`src/rtl/bist_pkg.sv`:
```
// rtl/bist_pkg.sv - shared FSM encoding, read-latency bounds and expected-word helper
package bist_pkg;

    typedef enum logic [1:0] {
        IDLE  = 2'd0,
        RUN   = 2'd1,
        DRAIN = 2'd2,
        DONE  = 2'd3
    } bist_state_t;

    localparam int RD_LAT_MIN = 1;
    localparam int RD_LAT_MAX = 4;
    localparam int MAX_DATA_W = 64;

    // Callers size-cast the result down to their own data width.
    function automatic logic [MAX_DATA_W-1:0] expand_bit(input logic b);
        return {MAX_DATA_W{b}};
    endfunction

endpackage

```
`src/rtl/bist_response_analyzer_if.sv`:
```
// rtl/bist_response_analyzer_if.sv - controller/memory side bundle of the BIST response analyzer
interface bist_response_analyzer_if #(
    parameter int ADDR_W = 4,
    parameter int DATA_W = 8,
    parameter int CNT_W  = 8
);
    logic              start;
    logic              read_en;
    logic              data_bit;
    logic [ADDR_W-1:0] addr;
    logic              test_end;
    logic [DATA_W-1:0] rdata;
    logic              done;
    logic              status;
    logic [CNT_W-1:0]  err_cnt;
    logic              fail_valid;
    logic [ADDR_W-1:0] fail_addr;
    logic [DATA_W-1:0] fail_syn;

    modport master (
        output start, read_en, data_bit, addr, test_end, rdata,
        input  done, status, err_cnt, fail_valid, fail_addr, fail_syn
    );

    modport slave (
        input  start, read_en, data_bit, addr, test_end, rdata,
        output done, status, err_cnt, fail_valid, fail_addr, fail_syn
    );
endinterface

```
`src/rtl/bist_rd_pipe.sv`:
```
// rtl/bist_rd_pipe.sv - valid-tagged delay line aligning {addr, data_bit} with returning read data
module bist_rd_pipe #(
    parameter int ADDR_W = 4,
    parameter int DEPTH  = 1
) (
    input  logic              clk,
    input  logic              rst,
    input  logic              clr,
    input  logic              push,
    input  logic [ADDR_W-1:0] in_addr,
    input  logic              in_bit,
    output logic              out_valid,
    output logic [ADDR_W-1:0] out_addr,
    output logic              out_bit
);
    logic [DEPTH-1:0]  vld;
    logic [DEPTH-1:0]  bits;
    logic [ADDR_W-1:0] addrs [DEPTH];

    always_ff @(posedge clk) begin
        if (rst || clr) begin
            vld  <= '0;
            bits <= '0;
            for (int i = 0; i < DEPTH; i++) addrs[i] <= '0;
        end else begin
            vld[0]   <= push;
            bits[0]  <= in_bit;
            addrs[0] <= in_addr;
            for (int i = 1; i < DEPTH; i++) begin
                vld[i]   <= vld[i-1];
                bits[i]  <= bits[i-1];
                addrs[i] <= addrs[i-1];
            end
        end
    end

    assign out_valid = vld[DEPTH-1];
    assign out_bit   = bits[DEPTH-1];
    assign out_addr  = addrs[DEPTH-1];
endmodule

```
`src/rtl/bist_response_analyzer.sv`:
```
// rtl/bist_response_analyzer.sv - compares March read data with the background word; BIST_FAIL_LOG_EN adds the first-fail record
module bist_response_analyzer
    import bist_pkg::*;
#(
    parameter int ADDR_W = 4,
    parameter int DATA_W = 8,
    parameter int RD_LAT = 1,
    parameter int CNT_W  = 8
) (
    input  logic                     clk,
    input  logic                     rst,
    bist_response_analyzer_if.slave  bus
);
    // Out-of-range latencies are clamped so the delay line and drain counter stay consistent.
    localparam int LAT = (RD_LAT < RD_LAT_MIN) ? RD_LAT_MIN :
                         (RD_LAT > RD_LAT_MAX) ? RD_LAT_MAX : RD_LAT;

    bist_state_t       state, state_next;
    logic              push, load_drain, clr, mismatch;
    logic [2:0]        drain_cnt;
    logic              pv, pb;
    logic [ADDR_W-1:0] pa;
    logic [DATA_W-1:0] exp_word, syn;
    logic [CNT_W-1:0]  err_cnt, err_next;
    logic              done_r, status_r;

    assign clr = bus.start;

    bist_rd_pipe #(.ADDR_W(ADDR_W), .DEPTH(LAT)) u_pipe (
        .clk       (clk),
        .rst       (rst),
        .clr       (clr),
        .push      (push),
        .in_addr   (bus.addr),
        .in_bit    (bus.data_bit),
        .out_valid (pv),
        .out_addr  (pa),
        .out_bit   (pb)
    );

    assign exp_word = DATA_W'(expand_bit(pb));
    assign syn      = bus.rdata ^ exp_word;
    assign mismatch = pv && (state == RUN || state == DRAIN) && !bus.start && (syn != '0);

    always_ff @(posedge clk) begin
        if (rst) state <= IDLE;
        else     state <= state_next;
    end

    always_comb begin
        state_next = state;
        push       = 1'b0;
        load_drain = 1'b0;
        case (state)
            IDLE:  if (bus.start) state_next = RUN;
            RUN: begin
                if (!bus.start) begin
                    push = bus.read_en;
                    if (bus.test_end) begin
                        state_next = DRAIN;
                        load_drain = 1'b1;
                    end
                end
            end
            DRAIN: begin
                if (bus.start)             state_next = RUN;
                else if (drain_cnt == '0)  state_next = DONE;
            end
            DONE:  if (bus.start) state_next = RUN;
            default: state_next = IDLE;
        endcase
    end

    always_ff @(posedge clk) begin
        if (rst)                                drain_cnt <= '0;
        else if (load_drain)                    drain_cnt <= 3'(LAT - 1);
        else if (state == DRAIN && drain_cnt != '0) drain_cnt <= drain_cnt - 3'd1;
    end

    always_comb begin
        err_next = err_cnt;
        if (clr)                               err_next = '0;
        else if (mismatch && err_cnt != '1)    err_next = err_cnt + 1'b1;
    end

    always_ff @(posedge clk) begin
        if (rst) err_cnt <= '0;
        else     err_cnt <= err_next;
    end

    // Status is taken from err_next so the last drained read is included.
    always_ff @(posedge clk) begin
        if (rst || clr) begin
            done_r   <= 1'b0;
            status_r <= 1'b0;
        end else if (state == DRAIN && state_next == DONE) begin
            done_r   <= 1'b1;
            status_r <= (err_next == '0);
        end
    end

    assign bus.done    = done_r;
    assign bus.status  = status_r;
    assign bus.err_cnt = err_cnt;

`ifdef BIST_FAIL_LOG_EN
    logic              fv_r;
    logic [ADDR_W-1:0] fa_r;
    logic [DATA_W-1:0] fs_r;

    always_ff @(posedge clk) begin
        if (rst || clr) begin
            fv_r <= 1'b0;
            fa_r <= '0;
            fs_r <= '0;
        end else if (mismatch && !fv_r) begin
            fv_r <= 1'b1;
            fa_r <= pa;
            fs_r <= syn;
        end
    end

    assign bus.fail_valid = fv_r;
    assign bus.fail_addr  = fa_r;
    assign bus.fail_syn   = fs_r;
`else
    logic unused_fail_addr;
    assign unused_fail_addr = &{1'b0, pa};

    assign bus.fail_valid = 1'b0;
    assign bus.fail_addr  = '0;
    assign bus.fail_syn   = '0;
`endif
endmodule
```
`src/flat_wrapper.sv`:
```
// flat-port wrapper written by rule: the top's interface ports become plain ports
module bist_response_analyzer_flat import bist_pkg::*;
#(
    parameter int ADDR_W = 4,
    parameter int DATA_W = 8,
    parameter int RD_LAT = 1,
    parameter int CNT_W  = 8
)
  (clk, rst, bus_start, bus_read_en, bus_data_bit, bus_addr, bus_test_end, bus_rdata, bus_done, bus_status, bus_err_cnt, bus_fail_valid, bus_fail_addr, bus_fail_syn);
  bist_response_analyzer_if #(.ADDR_W(ADDR_W), .DATA_W(DATA_W), .CNT_W(CNT_W)) bus_i ();
  input  logic clk;
  input  logic rst;
  input wire logic [$bits(bus_i.start)-1:0] bus_start;
  input wire logic [$bits(bus_i.read_en)-1:0] bus_read_en;
  input wire logic [$bits(bus_i.data_bit)-1:0] bus_data_bit;
  input wire logic [$bits(bus_i.addr)-1:0] bus_addr;
  input wire logic [$bits(bus_i.test_end)-1:0] bus_test_end;
  input wire logic [$bits(bus_i.rdata)-1:0] bus_rdata;
  output wire logic [$bits(bus_i.done)-1:0] bus_done;
  output wire logic [$bits(bus_i.status)-1:0] bus_status;
  output wire logic [$bits(bus_i.err_cnt)-1:0] bus_err_cnt;
  output wire logic [$bits(bus_i.fail_valid)-1:0] bus_fail_valid;
  output wire logic [$bits(bus_i.fail_addr)-1:0] bus_fail_addr;
  output wire logic [$bits(bus_i.fail_syn)-1:0] bus_fail_syn;
  assign bus_i.start = bus_start;
  assign bus_i.read_en = bus_read_en;
  assign bus_i.data_bit = bus_data_bit;
  assign bus_i.addr = bus_addr;
  assign bus_i.test_end = bus_test_end;
  assign bus_i.rdata = bus_rdata;
  assign bus_done = bus_i.done;
  assign bus_status = bus_i.status;
  assign bus_err_cnt = bus_i.err_cnt;
  assign bus_fail_valid = bus_i.fail_valid;
  assign bus_fail_addr = bus_i.fail_addr;
  assign bus_fail_syn = bus_i.fail_syn;
  bist_response_analyzer #(.ADDR_W(ADDR_W), .DATA_W(DATA_W), .RD_LAT(RD_LAT), .CNT_W(CNT_W)) u_core (.clk(clk), .rst(rst), .bus(bus_i));
endmodule
```
`config.mk`:
```
export PLATFORM = sky130hd
export DESIGN_NAME = bist_response_analyzer_flat
export DESIGN_NICKNAME = d
export VERILOG_FILES = /design/src/rtl/bist_pkg.sv /design/src/rtl/bist_response_analyzer_if.sv /design/src/rtl/bist_rd_pipe.sv /design/src/rtl/bist_response_analyzer.sv /design/src/flat_wrapper.sv
export SDC_FILE = /design/constraint.sdc
export NUM_CORES = 1
export LEC_CHECK = 0
export ABC_AREA = 1
export CORE_UTILIZATION = 49
export CTS_BUF_LIST = sky130_fd_sc_hd__clkbuf_16
export DETAILED_ROUTE_END_ITERATION = 10
export PLACE_DENSITY = 0.91
export SYNTH_ARGS = -nofsm -noshare
export SYNTH_HDL_FRONTEND = slang
export SYNTH_SLANG_ARGS = --single-unit
```
`constraint.sdc`:
```
create_clock -name clk -period 4.76 [get_ports clk]
set_clock_uncertainty 0.05 [all_clocks]
set_input_delay 0.476 -clock clk [delete_from_list [all_inputs] [get_ports clk]]
set_output_delay 0.476 -clock clk [all_outputs]
set_load 0.02 [all_outputs]
```
### Word-level counts from Yosys, hierarchy flattened

Cells that the tools add are included.

* mux-type cells: 11
* add/sub/neg operators: 2
* equal/unequal tests: 5
* reductions and logical operators: 17
* bitwise logic cells: 2

Operators with widths (count)
* two-way mux 8 bit: 2
* two-way mux 2 bit: 5
* adder 8 x 1 -> 8 bit, second input constant: 1
* logical NOT 8 bit: 1
* inequality test 8 bit, second input constant: 1
* nonzero test 8 bit: 1
* XOR 8 bit: 1
* equality test 2 bit, second input constant: 3
* logical AND 1 bit: 6
* one-hot mux 2 bit (3 select lines): 1
* OR reduction 2 bit: 2
* logical NOT 3 bit: 1
* two-way mux 1 bit: 3
* nonzero test 3 bit: 1
* OR reduction 3 bit: 1
* subtractor 3 x 1 -> 3 bit, second input constant: 1
* equality test 2 x 1 -> 1 bit, second input constant: 1
* logical NOT 2 bit: 1
* logical OR 1 bit: 2
* logical NOT 1 bit: 1
* inverter 1 bit: 1

* word-level logic and storage cells: 44
* bits of input ports: 18
* register bits: 17
* output and inout port bits: 23

### Longest topological paths before layout

Gate-level depths: netlist (run 1).

* depth in word-level cells: 9
* depth in mapped cells: 13
* mapped depth without buffers: 13

### Cells and area by module

A second synthesis (run 1) with hierarchy kept.

* cell total of the unflattened synthesis: 199
* area, all modules: 1367.6 um2

Modules (own cells, without submodules)
* bist_response_analyzer: instances 1, area each 1168.6 um2, cells an instance 178, sequential area each 300.3 um2
* bist_rd_pipe: instances 1, area each 198.9 um2, cells an instance 21, sequential area each 120.1 um2

### Worst setup path before layout (run 1)

No wires, ideal clock.

* kind: reg2reg
* start point: register u_core.state[0]
* end point: register u_core.status_r, in the netlist u_core.bus.status
* period minus slack after synthesis: 1.709 ns
* cell stages (with the launch flop): 13
* path buffers: 0
* arrival: 1.593 ns
* data required time: 4.644 ns
* setup time: 0.066 ns
* setup slack: 3.051 ns
* path through: dfxtp_1 > inv_1 > ha_1 > nor2_2 > nor2_2 > nand2_1 > a21oi_2 > inv_1 > nor3_2 > nand2_2 > nor2_2 > nand2_1 > a21oi_2

* word-level cells in the longest chain between the ends: 9
* elaborated cells between the ends (all ways): 21
* classes of those cells: eq/ne: 4; mux: 8; reduce/logical: 9

RTL lines
* from (decl): line bist_response_analyzer.sv:18 `bist_state_t state, state_next;`
* from (signal assigned): line bist_response_analyzer.sv:47 `else state <= state_next;`
* equality test 2 x 1 -> 1 bit or equality test 2 bit (tied branches): line bist_response_analyzer.sv:43, bist_response_analyzer.sv:54, bist_response_analyzer.sv:96
* logical OR 1 bit: line bist_response_analyzer.sv:43 `assign mismatch = pv && (state == RUN || state == DRAIN) && !bus.start && (syn != '0);`
* logical AND 1 bit (3 in a row): line bist_response_analyzer.sv:43
* logical AND 1 bit: line bist_response_analyzer.sv:83 `else if (mismatch && err_cnt != '1) err_next = err_cnt + 1'b1;`
* two-way mux 8 bit: line bist_response_analyzer.sv:83
* two-way mux 8 bit: line bist_response_analyzer.sv:82 `if (clr) err_next = '0;`
* logical NOT 8 bit: line bist_response_analyzer.sv:98 `status_r <= (err_next == '0);`
* to (signal assigned): line bist_response_analyzer.sv:98
* to (decl): line bist_response_analyzer.sv:25 `logic done_r, status_r;`

Several ways; a longest one is shown, not always the timed one.
A chain may end at the register's enable or synchronous reset.

### Worst setup path in the final report (run 1)

* start point: input port bus_start
* end point: register u_core.status_r, in the netlist u_core.bus.status

* word-level cells in the longest chain between the ends: 7
* elaborated cells between the ends (all ways): 14
* classes of those cells: eq/ne: 1; mux: 6; reduce/logical: 7

RTL lines
* from (decl): line flat_wrapper.sv:13 `input wire logic [$bits(bus_i.start)-1:0] bus_start;`
* logical NOT 1 bit: line bist_response_analyzer.sv:43
* logical AND 1 bit (2 in a row): line bist_response_analyzer.sv:43
* logical AND 1 bit: line bist_response_analyzer.sv:83
* two-way mux 8 bit: line bist_response_analyzer.sv:83
* two-way mux 8 bit: line bist_response_analyzer.sv:82
* logical NOT 8 bit: line bist_response_analyzer.sv:98

Several ways; a longest one is shown, not always the timed one.

==> results_dict.tcl, run 1 <==
set metrics [dict create \
    syn_inst 184 \
    die-width_um 51.8 \
    drt_wl_total_mm 2.34 \
    synth-seq-cells 17 \
    ant_nets 0 \
    path_clk_slew_ns 0.05 \
    power_density_mw_per_mm2 286 \
    grt_pass1_wl_mm 3.87 \
    first_global_vias 925 \
    crit_arrival_ns 2.23 \
    synth_area_mm2 0.00121 \
    r2r_slack_ns 2.87 \
    die_h_um 51.8 \
    final-setup-viol-count 0 \
    path_max_fanout 13 \
    grt_overflow_total 0 \
    worstSetupPathType "input pin to flip-flop" \
    start_util 0.533 \
    max_freq_mhz 480 \
    synthTopCellsByArea "dfxtp_1 (28%), nand2_1 (14%), buf_4 (8.0%), inv_1 (8.0%), nor2_1 (8.0%)" \
    final_cell_mix "nand2_1 (46), inv_1 (27), nor2_1 (26)" \
    clk_path_buf_depth 2 \
    final_common_cell "nand2_1" \
    setup_tns_ns 0 \
    r2r-start "u_core.state[0]$_SDFF_PP0_" \
    place.gp.congestion 0.804 \
    end_kind "flip-flop" \
    clk_latency_ns 0.25 \
    ios 41 \
    cts_setup_buffers 0 \
    synth_top_area_share 0.280 \
    start_kind "input pin" \
    tritoncts "built" \
    maxCapViolCount 0 \
    hold_viol_final 0 \
    vias_per_cell 4.83 \
    power_mw 0.425 \
    dp_cells 232 \
    nNetsFinal 232 \
    hold_path.class "flip-flop to flip-flop" \
    place.port_buffers 23 \
    status "complete, no violations" \
    dr.pass1.iters 4 \
    required_ns 4.90 \
    period_needed_ns 2.08 \
    drt_iter0_drc 20 \
    worstReg2RegEnd "u_core.bus.status$_SDFFE_PP0P_" \
    cts_num_sinks 17 \
    avgSynthCellArea_um2 6.60 \
    dieArea_mm2 0.00268 \
    worstHoldPathCells 2 \
    rows 17 \
    n_antenna_cell 0 \
    reg2reg_depth 11 \
    power.leakage_nw 0.666 \
    grt_max_degree 14 \
    layout.cells.non_filler 236 \
    hp-start "u_core.drain_cnt[0]$_SDFFE_PP0P_" \
    numCtsBuffers 3 \
    timing.final.crit_share 0.438 \
    ys_warn_count 0 \
    drc 0 \
    min_to "u_core.drain_cnt[0]$_SDFFE_PP0P_" \
    htree_levels 1 \
    postCtsHoldBufs 0 \
    cts_resized 0 \
    vias 1140 \
    cts-root-buf "clkbuf_16" \
    core_area_mm2 0.00228 \
    routedWlPerCell_um 9.93 \
    track_usage 0.200 \
    hpwl_mm 1.76 \
    yosysSeqAreaShare 0.280 \
    yosysTopAreaCell "dfxtp_1" \
    yosysUniqueCellTypes 25 \
    grt_antenna_before_repair 0 \
    syn_to_final_growth_pct 22.6 \
    rsz0062_at_grt "false" \
    finalMaxSlewViolations 0 \
    layout-drive-gt1-share 0.130 \
    vdd_ir_drop_max_mv 0.236 \
]
routing by layer:
metal  vias to the layer above  routed length [µm]  GRT usage
met1                       514                1030      0.241
met4                         0                  49      0.108
met3                         6                 153     0.0409
li1                        584                   -          -
met2                        36                1110      0.331
met5                         -                   0          0
worst max-delay path: stages:
cell,delay (ns)
clkdlybuf4s50_1,0.41
inv_2,0.21
nand2_1,0.13
nor2_4,0.15
nand2_2,0.08
nor2_4,0.16
nand3_1,0.09
nand3_1,0.13
nand3_1,0.09
nor2_1,0.10
nand2_1,0.07
a21oi_2,0.11
synthesized netlist by cell type:
library cell  count
nor2_1           26
clkbuf_8          1
buf_4            13
xnor2_1           2
inv_1            26
dfxtp_1          17
clkbuf_1          1
o21ai_0           2
ha_1              5
nand3_1          14
nor2_2            5
a31oi_1           1
nand3_2           1
or2_2             2
a21oi_1           3
conb_1            1
a21oi_2           2
inv_2             2
nand2_2           6
nand4_4           1
nand2_1          46
nor3_2            1
nand4_1           2
nand2_4           1
nor2_4            3
through the flow:
stage          utilization  worst slack, ns  hold WS (ns)  cell area [µm²]
2_1_floorplan            -             3.05         0.389             1260
3_3_place_gp         0.619             2.39         0.398             1410
3_5_place_dp         0.619             2.41         0.406             1410
4_1_cts              0.654             2.65         0.415             1490
5_1_grt              0.654             2.45         0.444             1490
6_report             0.654             2.68         0.413             1490
state kept, by name, indices dropped and copies added, names as in the netlist:
name and cells:
u_core.bus.err_cnt 8, u_core.drain_cnt 3, u_core.state 2, u_core.bus.done 1, u_core.bus.status 1, u_core.u_pipe.out_bit 1
u_core.u_pipe.out_valid 1
cell type report:
cell class                      count  area, µm²
Fill cell                         194        788
Multi-Input combinational cell    136        698
Sequential cell                    17        340
Timing Repair Buffer               23        230
Inverter                           28        105
Clock buffer                        3       75.1
Tap cell                           28       35.0
Clock inverter                      1       3.75
where the power goes:
| part | leakage, nW | total, mW | switching, mW | internal, mW |
|---|---|---|---|---|
| clock network | 0.0423 | 0.173 | 0.0612 | 0.112 |
| logic | 0.486 | 0.0996 | 0.0637 | 0.0359 |
| registers | 0.137 | 0.152 | 0.00339 | 0.149 |
| total | 0.666 | 0.425 | 0.128 | 0.297 |
how the worst max path moves through the flow:
stage | startpoint | cells past startpoint | slack, ns | endpoint
after floorplan | u_core.state[0]$_SDFF_PP0_ | 12 | 3.05 | u_core.bus.status$_SDFFE_PP0P_
after global placement | bus_start | 12 | 2.39 | u_core.bus.status$_SDFFE_PP0P_
after detailed placement | bus_start | 12 | 2.41 | u_core.bus.status$_SDFFE_PP0P_
after CTS | bus_start | 12 | 2.65 | u_core.bus.status$_SDFFE_PP0P_
after global routing | bus_start | 12 | 2.45 | u_core.bus.status$_SDFFE_PP0P_
final | bus_start | 12 | 2.68 | u_core.bus.status$_SDFFE_PP0P_
cells by family after synthesis:
group | Yosys count | synth area share
AO/OA/AOI/OAI | 8 | 0.0402
flip-flops | 17 | 0.280
XOR/XNOR | 2 | 0.0144
other | 1 | 0.00309
AND/OR/NAND/NOR | 108 | 0.429
adder cells (fa/ha/maj) | 5 | 0.0515
buffers and inverters | 43 | 0.181
Note: power is estimated with default switching activity, not from simulation.
==> run 2, diff against run 1 <==
CORE_UTILIZATION = 45   (was 49)
PLACE_DENSITY = 0.85   (was 0.91)
clock period = 1.95 ns   (was 4.76 ns; I/O delays follow)
==> run 2 against run 1 <==
Net effect: clock power is 140% higher; cell count is 2.1% higher; sequential power is 140% higher; power grew to 2.5 times the previous value; via count is 1.4% lower; die area is 8.5% higher; setup slack worse by 2.5 ns; combinational power grew to 2.8 times the previous value; register-to-register slack worse by 2.7 ns; final area is 3.3% higher; routed wire length is 4.0% higher; first-iteration DRC count is 20% higher; critical path type is now flip-flop to flip-flop; largest cell class unchanged.
==> results_dict.tcl, run 2 (same netlist as run 1, synthesis figures left out) <==
set metrics [dict create \
    status "complete, no violations" \
    drt_iter0_drc 24 \
    period_needed_ns 1.80 \
    placed_area_mm2 0.00143 \
    rows 18 \
    numCtsBuffers 3 \
    end_kind "flip-flop" \
    n_antenna_cell 0 \
    met1Wirelength_mm 1.05 \
    grt_overflow_total 0 \
    r2r_slack_ns 0.15 \
    largest_reg_flops 8 \
    required_ns 2.09 \
    syn_to_final_growth_pct 26.6 \
    grt_max_degree 11 \
    layout-drive-gt1-share 0.152 \
    vias 1124 \
    nFillCells 249 \
    power.leakage_nw 0.689 \
    crit_path_max_incr_delay_ns 0.32 \
    final_util 0.609 \
    cp_num_buf_inv 1 \
    hold_viol_final 0 \
    dieArea_mm2 0.00291 \
    place_ws_ns 0.0326 \
    core_area_mm2 0.00252 \
    dr.pass1.iters 4 \
    cts_num_sinks 17 \
    setup_tns_ns 0 \
    start_kind "flip-flop" \
    finalMaxSlewViolations 0 \
    power_mw 1.07 \
    finalInstanceArea_mm2 0.00154 \
    route.met2.wl_mm 1.16 \
    top_regs "u_core.bus.err_cnt x8, u_core.drain_cnt x3, u_core.state x2" \
    worstHoldPathCells 3 \
    ios 41 \
    die-width_um 53.9 \
    setup_ws_ns 0.146 \
    vdd_ir_drop_max_mv 0.595 \
    ant_nets 0 \
    dr_wl_met3_um 176 \
    path_clk_slew_ns 0.05 \
    clk_latency_ns 0.25 \
    grt_pass1_wl_mm 3.84 \
    rsz0062_at_grt "false" \
    final_common_cell "nand2_1" \
    track_usage 0.187 \
    cp_slowest_cell "dfxtp_1" \
    power_density_mw_per_mm2 696 \
    path_max_fanout 7 \
    drt_wl_total_mm 2.44 \
    start_util 0.481 \
    largest_register "u_core.bus.err_cnt" \
    worst-path-stages 11 \
    reg2reg_depth 11 \
    place.port_buffers 23 \
    drc 0 \
    final_cell_mix "nand2_1 (46), inv_1 (27), nor2_1 (26)" \
    cts_setup_buffers 0 \
    tritoncts "built" \
    hpwl_mm 1.73 \
    worstPathCellList "inv_1 > ha_4 > nor2_4 > nand2_2 > nor2_4 > nand3_1 > nand3_1 > nand3_1 > nor2_1 > nand2_1 > a21oi_2" \
    hold_path.class "input pin to flip-flop" \
    ff_latch_area_um2 340 \
    crit_arrival_ns 1.94 \
    routedWlPerCell_um 10.1 \
    first_global_vias 946 \
    cts-root-buf "clkbuf_16" \
    grt_antenna_before_repair 0 \
    worstSetupPathType "flip-flop to flip-flop" \
    highest_layer "met4" \
    multi_input_area_um2 722 \
    critPathMostFrequentCell "nand3_1" \
    vias_per_cell 4.66 \
    maxCapViolCount 0 \
    nNetsFinal 235 \
    final-setup-viol-count 0 \
    htree_levels 1 \
    clk_path_buf_depth 2 \
    die_h_um 53.9 \
    place.gp.congestion 0.816 \
    max_freq_mhz 554 \
    critPathTopFamily "simple AND/OR/NAND/NOR gates" \
    timing.final.crit_share 0.925 \
]
## run 2: through the flow
step                      instances  hold slack [ns]
after CTS                       241            0.415
after global placement          237            0.400
final                           241            0.414
after floorplan                 196            0.257
after detailed placement        237            0.415
after global routing            241            0.448
## run 2: final cells by class
cell class,count,share of cell area
timing repair buffer,26,0.164
tap,30,0.0244
inverter,28,0.0684
multi-input combinational,136,0.470
clock buffer,3,0.0489
sequential,17,0.221
clock inverter,1,0.00244
## run 2: worst min-delay path: stages
cell             delay (ns)
clkdlybuf4s50_1        0.39
inv_1                  0.05
nor2_1                 0.03
## run 2: metal layers
layer | vias up | track usage
li1 | 590 | -
met4 | 0 | 0.123
met3 | 5 | 0.0311
met5 | - | 0
met1 | 484 | 0.231
met2 | 45 | 0.296
## run 2: what timing repair did
item	in CTS	in global routing
resized for setup	0	3
setup endpoints to repair	0	1
hold buffers	0	0
## run 2: final timing paths
kind	startpoint	endpoint
worst max-delay path	u_core.state[0]$_SDFF_PP0_	u_core.bus.status$_SDFFE_PP0P_
worst min-delay path	bus_data_bit	u_core.u_pipe.out_bit$_SDFF_PP0_
worst max register to register	u_core.state[0]$_SDFF_PP0_	u_core.bus.status$_SDFFE_PP0P_
worst min register to register	u_core.drain_cnt[1]$_SDFFE_PP0P_	u_core.drain_cnt[1]$_SDFFE_PP0P_
## run 2: where the power goes
group	switching [mW]	internal [mW]	total [mW]
Combinational	0.174	0.108	0.282
Clock	0.142	0.273	0.415
Sequential	0.00857	0.363	0.372
